--- config.mk ---
export PLATFORM = sky130hd
export DESIGN_NAME = axi_sram_write_slave_flat
export DESIGN_NICKNAME = d
export VERILOG_FILES = /design/src/rtl/axi_sram_write_slave_if.sv /design/src/rtl/axi_sram_write_slave.sv /design/src/flat_wrapper.sv
export SDC_FILE = /design/constraint.sdc
export NUM_CORES = 1
export LEC_CHECK = 0
export ABC_AREA = 0
export CORE_MARGIN = 2
export CORE_UTILIZATION = 32
export CTS_CLUSTER_SIZE = 14
export DETAILED_ROUTE_END_ITERATION = 10
export GPL_TIMING_DRIVEN = 1
export PLACE_DENSITY = 0.78
export SYNTH_ARGS = -nofsm -noshare
export SYNTH_HDL_FRONTEND = slang
export SYNTH_SLANG_ARGS = --single-unit
--- constraint.sdc ---
create_clock -name clock -period 2 [get_ports clock]
set_input_delay 0.2 -clock clock [delete_from_list [all_inputs] [get_ports clock]]
set_output_delay 0.2 -clock clock [all_outputs]
set_load 0.005 [all_outputs]
--- src/rtl/axi_sram_write_slave_if.sv ---
// AXI write-channel bundle (AW, W, B) between the interconnect mux and the
// SRAM write slave. The interconnect drives the master side.
interface axi_sram_write_slave_if #(
  parameter int IDS_W  = 8,
  parameter int ADDR_W = 32,
  parameter int DATA_W = 32,
  parameter int LEN_W  = 4
);
  logic [IDS_W-1:0]  AWID;
  logic [ADDR_W-1:0] AWADDR;
  logic [LEN_W-1:0]  AWLEN;
  logic [2:0]        AWSIZE;
  logic [1:0]        AWBURST;
  logic              AWVALID;
  logic              AWREADY;

  logic [DATA_W-1:0] WDATA;
  logic [3:0]        WSTRB;
  logic              WLAST;
  logic              WVALID;
  logic              WREADY;

  logic [IDS_W-1:0]  BID;
  logic [1:0]        BRESP;
  logic              BVALID;
  logic              BREADY;

  modport master (
    output AWID, AWADDR, AWLEN, AWSIZE, AWBURST, AWVALID,
    output WDATA, WSTRB, WLAST, WVALID,
    output BREADY,
    input  AWREADY, WREADY, BID, BRESP, BVALID
  );

  modport slave (
    input  AWID, AWADDR, AWLEN, AWSIZE, AWBURST, AWVALID,
    input  WDATA, WSTRB, WLAST, WVALID,
    input  BREADY,
    output AWREADY, WREADY, BID, BRESP, BVALID
  );
endinterface

--- src/rtl/axi_sram_write_slave.sv ---
// AXI write slave: accepts one AW burst at a time, streams W beats into a
// single-port word-addressed SRAM as byte-masked writes, returns one B.
// Shares the SRAM with the read slave via the read_busy/write_busy interlock.
module axi_sram_write_slave #(
  parameter int IDS_W   = 8,
  parameter int ADDR_W  = 32,
  parameter int DATA_W  = 32,
  parameter int LEN_W   = 4,
  parameter int SRAM_AW = 14
) (
  input  logic                  clock,
  input  logic                  reset,
  axi_sram_write_slave_if.slave axi,
  input  logic                  read_busy,
  output logic                  write_busy,
  output logic                  sram_CS,
  output logic [3:0]            sram_WEB,
  output logic [SRAM_AW-1:0]    sram_A,
  output logic [DATA_W-1:0]     sram_DI
);

  typedef enum logic [1:0] {IDLE, DATA, RESP} state_t;

  // Beat counter is one bit wider than AWLEN so it can count past the
  // announced length and saturate at 2^LEN_W instead of wrapping.
  localparam logic [LEN_W:0] CNT_MAX = {1'b1, {LEN_W{1'b0}}};

  state_t             state;
  logic [IDS_W-1:0]   id_q;
  logic [SRAM_AW-1:0] addr_q;
  logic [LEN_W-1:0]   len_q;
  logic [1:0]         burst_q;
  logic               err_q;
  logic [LEN_W:0]     beat_cnt;

  logic aw_hs;
  logic w_hs;
  logic beat_writable;
  logic unused_addr_bits;

  assign aw_hs = axi.AWVALID && axi.AWREADY;
  assign w_hs  = axi.WVALID && axi.WREADY;

  // Only the word index is used; byte offset and high bits are ignored.
  assign unused_addr_bits = ^{axi.AWADDR[ADDR_W-1:SRAM_AW+2], axi.AWADDR[1:0]};

  assign axi.AWREADY = (state == IDLE) && !read_busy;
  assign axi.WREADY  = (state == DATA);
  assign axi.BVALID  = (state == RESP);
  assign axi.BID     = id_q;
  assign axi.BRESP   = ((state == RESP) && err_q) ? 2'b10 : 2'b00;
  assign write_busy  = (state != IDLE);

  assign beat_writable = !err_q && (beat_cnt <= {1'b0, len_q});

  // SRAM strobe follows the W handshake in the same cycle; erroneous or
  // surplus beats still pulse CS but with every byte write disabled.
  always_comb begin
    sram_CS  = 1'b0;
    sram_WEB = 4'hF;
    sram_A   = addr_q;
    sram_DI  = '0;
    if (w_hs) begin
      sram_CS = 1'b1;
      sram_DI = axi.WDATA;
      if (beat_writable) begin
        sram_WEB = ~axi.WSTRB;
      end
    end
  end

  // Burst control FSM: latch the AW, walk the beats, hold B until accepted.
  always_ff @(posedge clock) begin
    if (reset) begin
      state    <= IDLE;
      id_q     <= '0;
      addr_q   <= '0;
      len_q    <= '0;
      burst_q  <= '0;
      err_q    <= 1'b0;
      beat_cnt <= '0;
    end else begin
      case (state)
        IDLE: begin
          if (aw_hs) begin
            id_q     <= axi.AWID;
            addr_q   <= axi.AWADDR[SRAM_AW+1:2];
            len_q    <= axi.AWLEN;
            burst_q  <= axi.AWBURST;
            err_q    <= (axi.AWSIZE != 3'b010) || axi.AWBURST[1];
            beat_cnt <= '0;
            state    <= DATA;
          end
        end
        DATA: begin
          if (w_hs) begin
            if (beat_cnt != CNT_MAX) begin
              beat_cnt <= beat_cnt + 1'b1;
            end
            if (burst_q == 2'b01) begin
              addr_q <= addr_q + 1'b1;
            end
            if (beat_cnt > {1'b0, len_q}) begin
              err_q <= 1'b1;
            end
            if (axi.WLAST) begin
              if (beat_cnt != {1'b0, len_q}) begin
                err_q <= 1'b1;
              end
              state <= RESP;
            end
          end
        end
        RESP: begin
          if (axi.BREADY) begin
            state <= IDLE;
          end
        end
        default: state <= IDLE;
      endcase
    end
  end

endmodule

--- src/flat_wrapper.sv ---
// flat-port wrapper written by rule: the top's interface ports become plain ports
module axi_sram_write_slave_flat 
#(
  parameter int IDS_W   = 8,
  parameter int ADDR_W  = 32,
  parameter int DATA_W  = 32,
  parameter int LEN_W   = 4,
  parameter int SRAM_AW = 14
)
  (clock, reset, read_busy, write_busy, sram_CS, sram_WEB, sram_A, sram_DI, axi_AWID, axi_AWADDR, axi_AWLEN, axi_AWSIZE, axi_AWBURST, axi_AWVALID, axi_WDATA, axi_WSTRB, axi_WLAST, axi_WVALID, axi_BREADY, axi_AWREADY, axi_WREADY, axi_BID, axi_BRESP, axi_BVALID);
  axi_sram_write_slave_if #(.IDS_W(IDS_W), .ADDR_W(ADDR_W), .DATA_W(DATA_W), .LEN_W(LEN_W)) axi_i ();
  input  logic clock;
  input  logic reset;
  input  logic read_busy;
  output logic write_busy;
  output logic sram_CS;
  output logic [3:0] sram_WEB;
  output logic [SRAM_AW-1:0] sram_A;
  output logic [DATA_W-1:0] sram_DI;
  input wire logic [$bits(axi_i.AWID)-1:0] axi_AWID;
  input wire logic [$bits(axi_i.AWADDR)-1:0] axi_AWADDR;
  input wire logic [$bits(axi_i.AWLEN)-1:0] axi_AWLEN;
  input wire logic [$bits(axi_i.AWSIZE)-1:0] axi_AWSIZE;
  input wire logic [$bits(axi_i.AWBURST)-1:0] axi_AWBURST;
  input wire logic [$bits(axi_i.AWVALID)-1:0] axi_AWVALID;
  input wire logic [$bits(axi_i.WDATA)-1:0] axi_WDATA;
  input wire logic [$bits(axi_i.WSTRB)-1:0] axi_WSTRB;
  input wire logic [$bits(axi_i.WLAST)-1:0] axi_WLAST;
  input wire logic [$bits(axi_i.WVALID)-1:0] axi_WVALID;
  input wire logic [$bits(axi_i.BREADY)-1:0] axi_BREADY;
  output wire logic [$bits(axi_i.AWREADY)-1:0] axi_AWREADY;
  output wire logic [$bits(axi_i.WREADY)-1:0] axi_WREADY;
  output wire logic [$bits(axi_i.BID)-1:0] axi_BID;
  output wire logic [$bits(axi_i.BRESP)-1:0] axi_BRESP;
  output wire logic [$bits(axi_i.BVALID)-1:0] axi_BVALID;
  assign axi_i.AWID = axi_AWID;
  assign axi_i.AWADDR = axi_AWADDR;
  assign axi_i.AWLEN = axi_AWLEN;
  assign axi_i.AWSIZE = axi_AWSIZE;
  assign axi_i.AWBURST = axi_AWBURST;
  assign axi_i.AWVALID = axi_AWVALID;
  assign axi_i.WDATA = axi_WDATA;
  assign axi_i.WSTRB = axi_WSTRB;
  assign axi_i.WLAST = axi_WLAST;
  assign axi_i.WVALID = axi_WVALID;
  assign axi_i.BREADY = axi_BREADY;
  assign axi_AWREADY = axi_i.AWREADY;
  assign axi_WREADY = axi_i.WREADY;
  assign axi_BID = axi_i.BID;
  assign axi_BRESP = axi_i.BRESP;
  assign axi_BVALID = axi_i.BVALID;
  axi_sram_write_slave #(.IDS_W(IDS_W), .ADDR_W(ADDR_W), .DATA_W(DATA_W), .LEN_W(LEN_W), .SRAM_AW(SRAM_AW)) u_core (.clock(clock), .reset(reset), .axi(axi_i), .read_busy(read_busy), .write_busy(write_busy), .sram_CS(sram_CS), .sram_WEB(sram_WEB), .sram_A(sram_A), .sram_DI(sram_DI));
endmodule
==> results of run 1 <==
worst max-delay path, cell delays in order, from the launching register on:
cell and delay, ns:
dfxtp_2 0.34, inv_2 0.05, ha_4 0.26, nand3_2 0.07, or3b_4 0.39, a2111oi_4 0.30
buf_4 0.19, buf_6 0.10, nand2_2 0.04, buf_6 0.11
worst paths after layout:
check | end | cells after the start
hold / removal | u_core.axi.BID[5] | 2
hold reg to reg | u_core.axi.BID[5] | 2
setup / recovery | sram_WEB[0] | 9
setup reg to reg | u_core.beat_cnt[3] | 7
power groups by stage:
stage | Clock, mW | Combinational [mW] | Sequential (mW)
finish | 0.480 | 0.622 | 0.801
global route | 0.523 | 0.670 | 0.807
CTS | 0.491 | 0.612 | 0.800
detailed placement | 0 | 0.573 | 0.813
global placement | 0 | 0.561 | 0.812
floorplan | 0 | 0.228 | 0.808
registers in the layout (all words and copies together), names as in the netlist:
name / count
u_core.state: 2
u_core.err_q: 1
u_core.sram_A: 14
u_core.beat_cnt: 5
u_core.burst_q: 2
u_core.len_q: 4
u_core.axi.BID: 8
cells in the final DEF (no fill, tap or decap), drive strengths merged, types with 4 or more instances in the layout:
cell type      netlist  layout
clkdlybuf4s50        0     107
nand2               42      42
buf                  7      38
dfxtp               36      36
and3                33      33
a21oi               28      28
dlygate4sd2          0      23
o21ai               14      14
inv                 13      14
nor2                12      12
nor3                 9       9
nand3                8       8
nand2b               7       7
ha                   7       7
clkbuf              16       6
nor4                 5       5
a22oi                5       5
o2bb2ai              4       4
a211oi               4       4
metrics by stage:
step | setup slack [ns] | cells
2_1_floorplan | 0.08427 | 295
3_5_place_dp | -0.4470 | 517
5_1_grt | -0.4241 | 531
6_report | -0.3320 | 531
3_3_place_gp | -0.4020 | 517
4_1_cts | -0.3690 | 529
routing by layer:
metal  GRT usage, %  part of all wire, %  vias to the layer above  routed length (um)
met2          36.29                   51                       85                4192
met4          4.336                  1.0                        0                  85
met1          25.82                   42                     1283                3461
met5              0                    0                        -                   0
met3          3.791                  5.3                       10                 435
li1               -                    -                     1371                   -
area by class of cell:
class | count | share of cell area, %
sequential | 36 | 17.76
inverter | 14 | 1.470
tap | 80 | 2.450
timing repair buffer | 172 | 41.50
multi-input combinational | 222 | 34.92
clock buffer | 6 | 1.776
clock inverter | 1 | 0.1225
cell families after synthesis:
group	Yosys count	synth area share, %
and+or+nand+nor	135	31.95
AOI/OAI and AO/OA	77	23.41
buffers and inverters	37	7.355
DFF	36	32.34
adders and majority gates	7	3.930
other	1	0.1683
xor gates and xnor gates	1	0.3931
muxes	1	0.4492
Yosys cell counts, drive strengths merged, types with 2 or more instances:
cell	instances
a2111oi	2
a211oi	4
a21boi	2
a21oi	28
a221oi	3
a22oi	5
a311oi	3
and2	2
and3	33
buf	7
clkbuf	16
dfxtp	36
ha	7
inv	13
nand2	42
nand2b	7
nand3	8
nor2	12
nor2b	3
nor3	9
nor3b	2
nor4	5
nor4b	2
o21a	2
o21ai	14
o221ai	2
o2bb2ai	4
o32ai	2
or3b	3
or4	3
what timing repair did:
item | 4_1_cts | 5_1_grt
resized for setup | 60 | 8
pin swaps | 9 | 1
buffers inserted | 3 | 2
hold buffers | 0 | 0
setup endpoints to repair | 38 | 14
gates cloned | 2 | 0
==> impl_results.md, run 1 <==
- Status: finished with violations
- Class of the worst hold path: reg -> reg
- Area leader, netlist: dfxtp_1
- Avg WL per Cell: 15.39 um
- Power per cell area: approximately 470 nW/um^2
- Maximum buffer depth of the clock tree: 2
- Antenna violations before repair: 0
- YS warnings: 0
- Max cap viols: 0
- Share of layout cells above drive strength 1: between 15 and 20%
- Ant. Diodes: 0
- Number of synthesized flops with an enable pin: 0
- Post-Route Setup TNS: -1.234 ns
- Initial DRC count: 194
- Worst Skew: 0.01234 ns
- Critical-path maximum fanout: 3
- I/O pin count: around 160
- Switch share: 27.65%
- Layout Utilization: between 60% and 70%
- Clock power share: 25.2%
- Layout Nets: 550
- Syn nets: around 390
- Worst Setup SP: u_core.len_q[3]
- Die Wd: 87.45 um
- DRC viols: 0
- Setup ws final: -0.3320 ns
- Crit start category: flip-flop
- FILL cells: 647
- Sequential share of power: 42.1%
- DP Wirelength: 5955 um
- Starting density of the core: about 33%
- Number of global-route vias before repair: 2706
- Rows: 30
- Area growth, synth to finish: 83.32%
- Final min period: 2.332 ns
- Predominant post-synthesis flop cell: dfxtp_1
- Post-Syn Instances: between 200 and 300
- GRT Total Usage: 20.51%
- Vias per inst: approximately 5.2
- Synth top area share: 32.34%
- Worst Tran Pin Value: 0.5081 ns
- Global-route wire length before repair: 12640 um
- Total power: 1.902 mW
- Critical path class: reg -> out
- Routed Antenna Nets: 0
- Hold path startpoint: u_core.axi.BID[5]
- RSZ-0062 raised after global routing: yes
- Violated checks: negative setup slack
- Max VDD drop: 0.2842 mV
- Post-route clock period utilization: 116.6%
- Placed inst area: 3847 sq um
- Reg-to-Reg Start: u_core.state[0]
- Number of H-tree levels: 2
- Leakage dissipation: 1.753 nW
- Data arrival, critical path: 2.13 ns
- Synthesized cell area: 2228 sq um
- Clk_lat worst skew: roughly 0.29 ns
- DR vias: 2749
- Clock root buffer: clkbuf_8
- Relative slew slack: 65.65%
- Final hold slack: 0.4555 ns
- Drt pass-1 iters: 4
- Cell-internal power: 1.376 mW
- Core ar.: 6756 sq um
- Fin. Hold Viols: 0
- Logic pwr share: between 30 and 40%
- Largest net degree at the start of global routing: 34
- Detailed Route WL: 8174 um
- Sequential share of the synthesized area: 32.34%
- Final Max Tran Viols: 0
- Synth top area cells: dfxtp_1 32%, and3_1 9.0%, nand2_1 7.1%, a21oi_1 6.3%, ha_1 3.9%
- Die height: 87.45 um
- Finish-stage setup viols: 4
- Area of the multi-input gates: approximately 1400 sq um
- Finished Cell Area: approximately 4000 sq um
- Remaining Overflow, GRT: 0
- Gpl congestion: roughly 0.86
- Net Switching: between 500 and 600 uW
- WP data required: 1.80 ns
- TritonCTS clock tree: yes
- Clock Sinks: 36
- CP endpoint kind: output pin
- Num CTS Buffers: 5
- Clock Pin Slew Worst Setup and Hold Paths: roughly 0.070 ns
- Die Footprint: between 7000 and 8000 sq um
- Yosys cell types: 53
- FF/Latch Area: 725.7 sq um
- Flop and latch count out of synthesis: 36
- PortBufs: between 100 and 150
- Mapped Avg Cell Area: 7.554 sq um
- Fraction of registers with async set/reset: 0%
- Peak Freq: between 400 and 500 MHz
- R2R setup slack: 0.14 ns
Power figures use the tool's default switching activity.
==> run 2, diff against run 1 <==
--- a/config.mk
+++ b/config.mk
@@ -8,10 +8,12 @@
 export ABC_AREA = 0
 export CORE_MARGIN = 2
 export CORE_UTILIZATION = 32
+export CTS_CLUSTER_DIAMETER = 60
 export CTS_CLUSTER_SIZE = 14
 export DETAILED_ROUTE_END_ITERATION = 10
 export GPL_TIMING_DRIVEN = 1
 export PLACE_DENSITY = 0.78
+export SKIP_CTS_REPAIR_TIMING = 1
 export SYNTH_ARGS = -nofsm -noshare
 export SYNTH_HDL_FRONTEND = slang
 export SYNTH_SLANG_ARGS = --single-unit
==> run 2 against run 1 <==
The run still ends with negative setup slack left. First-iteration DRC count shrank 20%. Final area grew 5.3%. Clock skew increased by 0.0015 ns. Setup slack better by 0.029 ns. Non-clock buffer count rose by 18. Via count increased by 2.3%. Global-route usage down 1.2 points. Count of clock-buffer cells in the layout unchanged. Register-to-register slack lost 0.08 ns. Combinational power is 8.2% higher. Sequential share of layout area decreased by 0.89 points. Sequential power about the same. Critical endpoint unchanged.
==> impl_results.md, run 2 (same netlist as run 1, synthesis figures left out) <==
- Leakage dissipation: 2.192 nW (+25%)
- TritonCTS clock tree: yes
- Kind of cell adding the most delay to the critical path: simple AND/OR/NAND/NOR gates
- Die height: 87.45 um (unchanged)
- Avg WL per Cell: 15.71 um (+2.0%)
- Ant. Diodes: 0 (unchanged)
- PortBufs: 137 (unchanged)
- DR vias: 2812 (+2.3%)
- Clock Pin Slew Worst Setup and Hold Paths: 0.07 ns (about the same)
- WP data required: 1.80 ns (about the same)
- Max FFs per register: 14 (unchanged)
- Relative slew slack: 64.49% (-1.2 points)
- Power per cell area: 455.0 nW/um^2 (-2.3%)
- I/O pin count: 157 (unchanged)
- Number of global-route vias before repair: 2596 (-4.1%)
- Most common cell after layout, fill and taps aside: clkdlybuf4s50_1
- Hold Path Sink: u_core.axi.BID[5]
- R2R setup slack: 0.06 ns (-0.08 ns)
- Cell Chain, Critical Path: inv_2, ha_4, nand3_2, or3b_4, a2111oi_4, buf_4, nand2_2, buf_6
- Violated checks: negative setup slack
- Maximum buffer depth of the clock tree: 2 (unchanged)
- R2R Path End: u_core.beat_cnt[3]
- GRT Total Usage: 19.30% (-1.2 points)
- Worst Path Buf+Inv: 3 (-1)
- Die Wd: 87.45 um (unchanged)
- Global-route wire length before repair: 11950 um (-5.5%)
- Finish-stage setup viols: 9 (+5)
- Worst Setup SP: u_core.len_q[3]
- Antenna violations before repair: 0 (unchanged)
- Post-route clock period utilization: 115.2% (-1.4 points)
- Crit start category: flip-flop
- Final min period: 2.303 ns (-0.02858 ns)
- Max VDD drop: 0.2856 mV (+0.49%)
- Critical path class: reg -> out
- Vias per inst: 5.122 (-1.1%)
- Detailed Route WL: 8624 um (+5.5%)
- Data arrival, critical path: 2.10 ns (-0.03 ns)
- DP Wirelength: 5955 um (unchanged)
- Layout Utilization: 63.65% (+3.2 points)
- Class of the worst hold path: reg -> reg
- Placed cell count: 517 (unchanged)
- Fin. Hold Viols: 0 (unchanged)
- Critical-path top delay cell: or3b_4
- Hold depth: 2 (unchanged)
- Worst Tran Pin Value: 0.5253 ns (+0.01722 ns)
- Clock root buffer: clkbuf_8
- Hold path startpoint: u_core.axi.BID[5]
- Rows: 30 (unchanged)
- Max cap viols: 0 (unchanged)
- Peak Freq: 434.1 MHz (+1.2%)
- DRC viols: 0 (unchanged)
- Initial DRC count: 155 (-20%)
- Routed Antenna Nets: 0 (unchanged)
- Pre-CTS setup slack: -0.4470 ns (unchanged)
- Critical path's largest stage delay: 0.40 ns (about the same)
- Layout Nets: 568 (+3.3%)
- Finished Cell Area: 4300 sq um (+5.3%)
- Gpl congestion: 0.8577 (unchanged)
- Reg-to-Reg Start: u_core.state[0]
- Final Instance Count excl. Fillers: 549 (+3.4%)
- Commonest non-fill, non-tap cells in the layout: 100 x clkdlybuf4s50_1, 43 x buf_4, 40 x nand2_1, 32 x dfxtp_1, 31 x and3_1
- Clk_lat worst skew: 0.29 ns (about the same)
- FILL cells: 617 (-4.6%)
- Clock Sinks: 36 (unchanged)
- R2R cell count: 5 (-2)
- Die Footprint: 7648 sq um (unchanged)
- Number of H-tree levels: 2 (unchanged)
- CP endpoint kind: output pin
- Setup ws final: -0.3035 ns (+0.02858 ns)
- Critical-path maximum fanout: 4 (+1)
- Largest net degree at the start of global routing: 45 (+32%)
- Final Max Tran Viols: 0 (unchanged)
- Worst Skew: 0.01386 ns (+0.001516 ns)
- Starting density of the core: 32.98% (unchanged)
- Area growth, synth to finish: 92.98%
- Status: finished with violations
- Share of layout cells above drive strength 1: 20.04% (+4.3 points)
- Drt pass-1 iters: 4 (unchanged)
- Placed inst area: 3847 sq um (unchanged)
- Num CTS Buffers: 5 (unchanged)
- Remaining Overflow, GRT: 0 (unchanged)
- Core ar.: 6756 sq um (unchanged)
- RSZ-0062 raised after global routing: yes
- Post-Route Setup TNS: -1.390 ns (-0.1562 ns)
[run 2: changes by cell type in the layout (fill, tap and decap cells not counted), moves of 3 or more]
cell             change
buf_4               +15
clkbuf_16            +3
clkbuf_2             +7
dlymetal6s2s_1      +25
dlygate4sd2_1       -23
clkdlybuf4s50_1      -7
[run 2: through the flow]
| step | total power, mW | hold WS [ns] |
|---|---|---|
| floorplan | 1.036 | 0.3360 |
| detailed placement | 1.386 | 0.4461 |
| global placement | 1.373 | 0.4429 |
| CTS | 1.866 | 0.4554 |
| finish | 1.956 | 0.4551 |
| global route | 2.052 | 0.4778 |
[run 2: report_power, final]
group	switching, mW	internal [mW]	total (mW)
Sequential	0.0403	0.760	0.800
Combinational	0.257	0.416	0.673
Clock	0.247	0.237	0.483
[run 2: cell type report]
cell class	count	area [sq um]	share of cell area (%)
clock inverters	1	5.005	0.1164
clock buffers	6	72.57	1.688
inverters	14	56.30	1.309
repair buffers	190	1912	44.46
well taps	80	100.1	2.328
multi-input cells	222	1429	33.23
flip-flops and latches	36	725.7	16.88
[run 2: worst max path at each step]
stage	to	slack (ns)	depth (start not counted)
final	sram_WEB[0]	-0.30	8
after global routing	sram_WEB[0]	-0.39	8
after CTS	sram_WEB[0]	-0.76	8
after detailed placement	sram_WEB[0]	-0.45	8
after global placement	sram_WEB[0]	-0.40	8
after floorplan	sram_WEB[0]	0.08	5
[run 2: worst register-to-register path, stage by stage, from the launching register on]
cell,delay [ns]
dfxtp_2,0.32
buf_4,0.13
or3b_1,0.47
a21o_1,0.24
or4_1,0.51
a21boi_1,0.20
[run 2: per-layer routing]
metal / vias to the layer above / share of wire, % / routed length (um) / track usage [%]
li1: 1408 / - / - / -
met1: 1314 / 42 / 3651 / 25.01
met2: 82 / 52 / 4500 / 32.99
met3: 8 / 4.7 / 407 / 3.791
met4: 0 / 0.73 / 63 / 4.336
met5: - / 0 / 0 / 0
==> run 3, diff against run 2 <==
--- a/config.mk
+++ b/config.mk
@@ -13,7 +13,6 @@
 export DETAILED_ROUTE_END_ITERATION = 10
 export GPL_TIMING_DRIVEN = 1
 export PLACE_DENSITY = 0.78
-export SKIP_CTS_REPAIR_TIMING = 1
 export SYNTH_ARGS = -nofsm -noshare
 export SYNTH_HDL_FRONTEND = slang
 export SYNTH_SLANG_ARGS = --single-unit
==> results of run 3 <==
Final layout, timing and power as in run 1 (identical DEF).
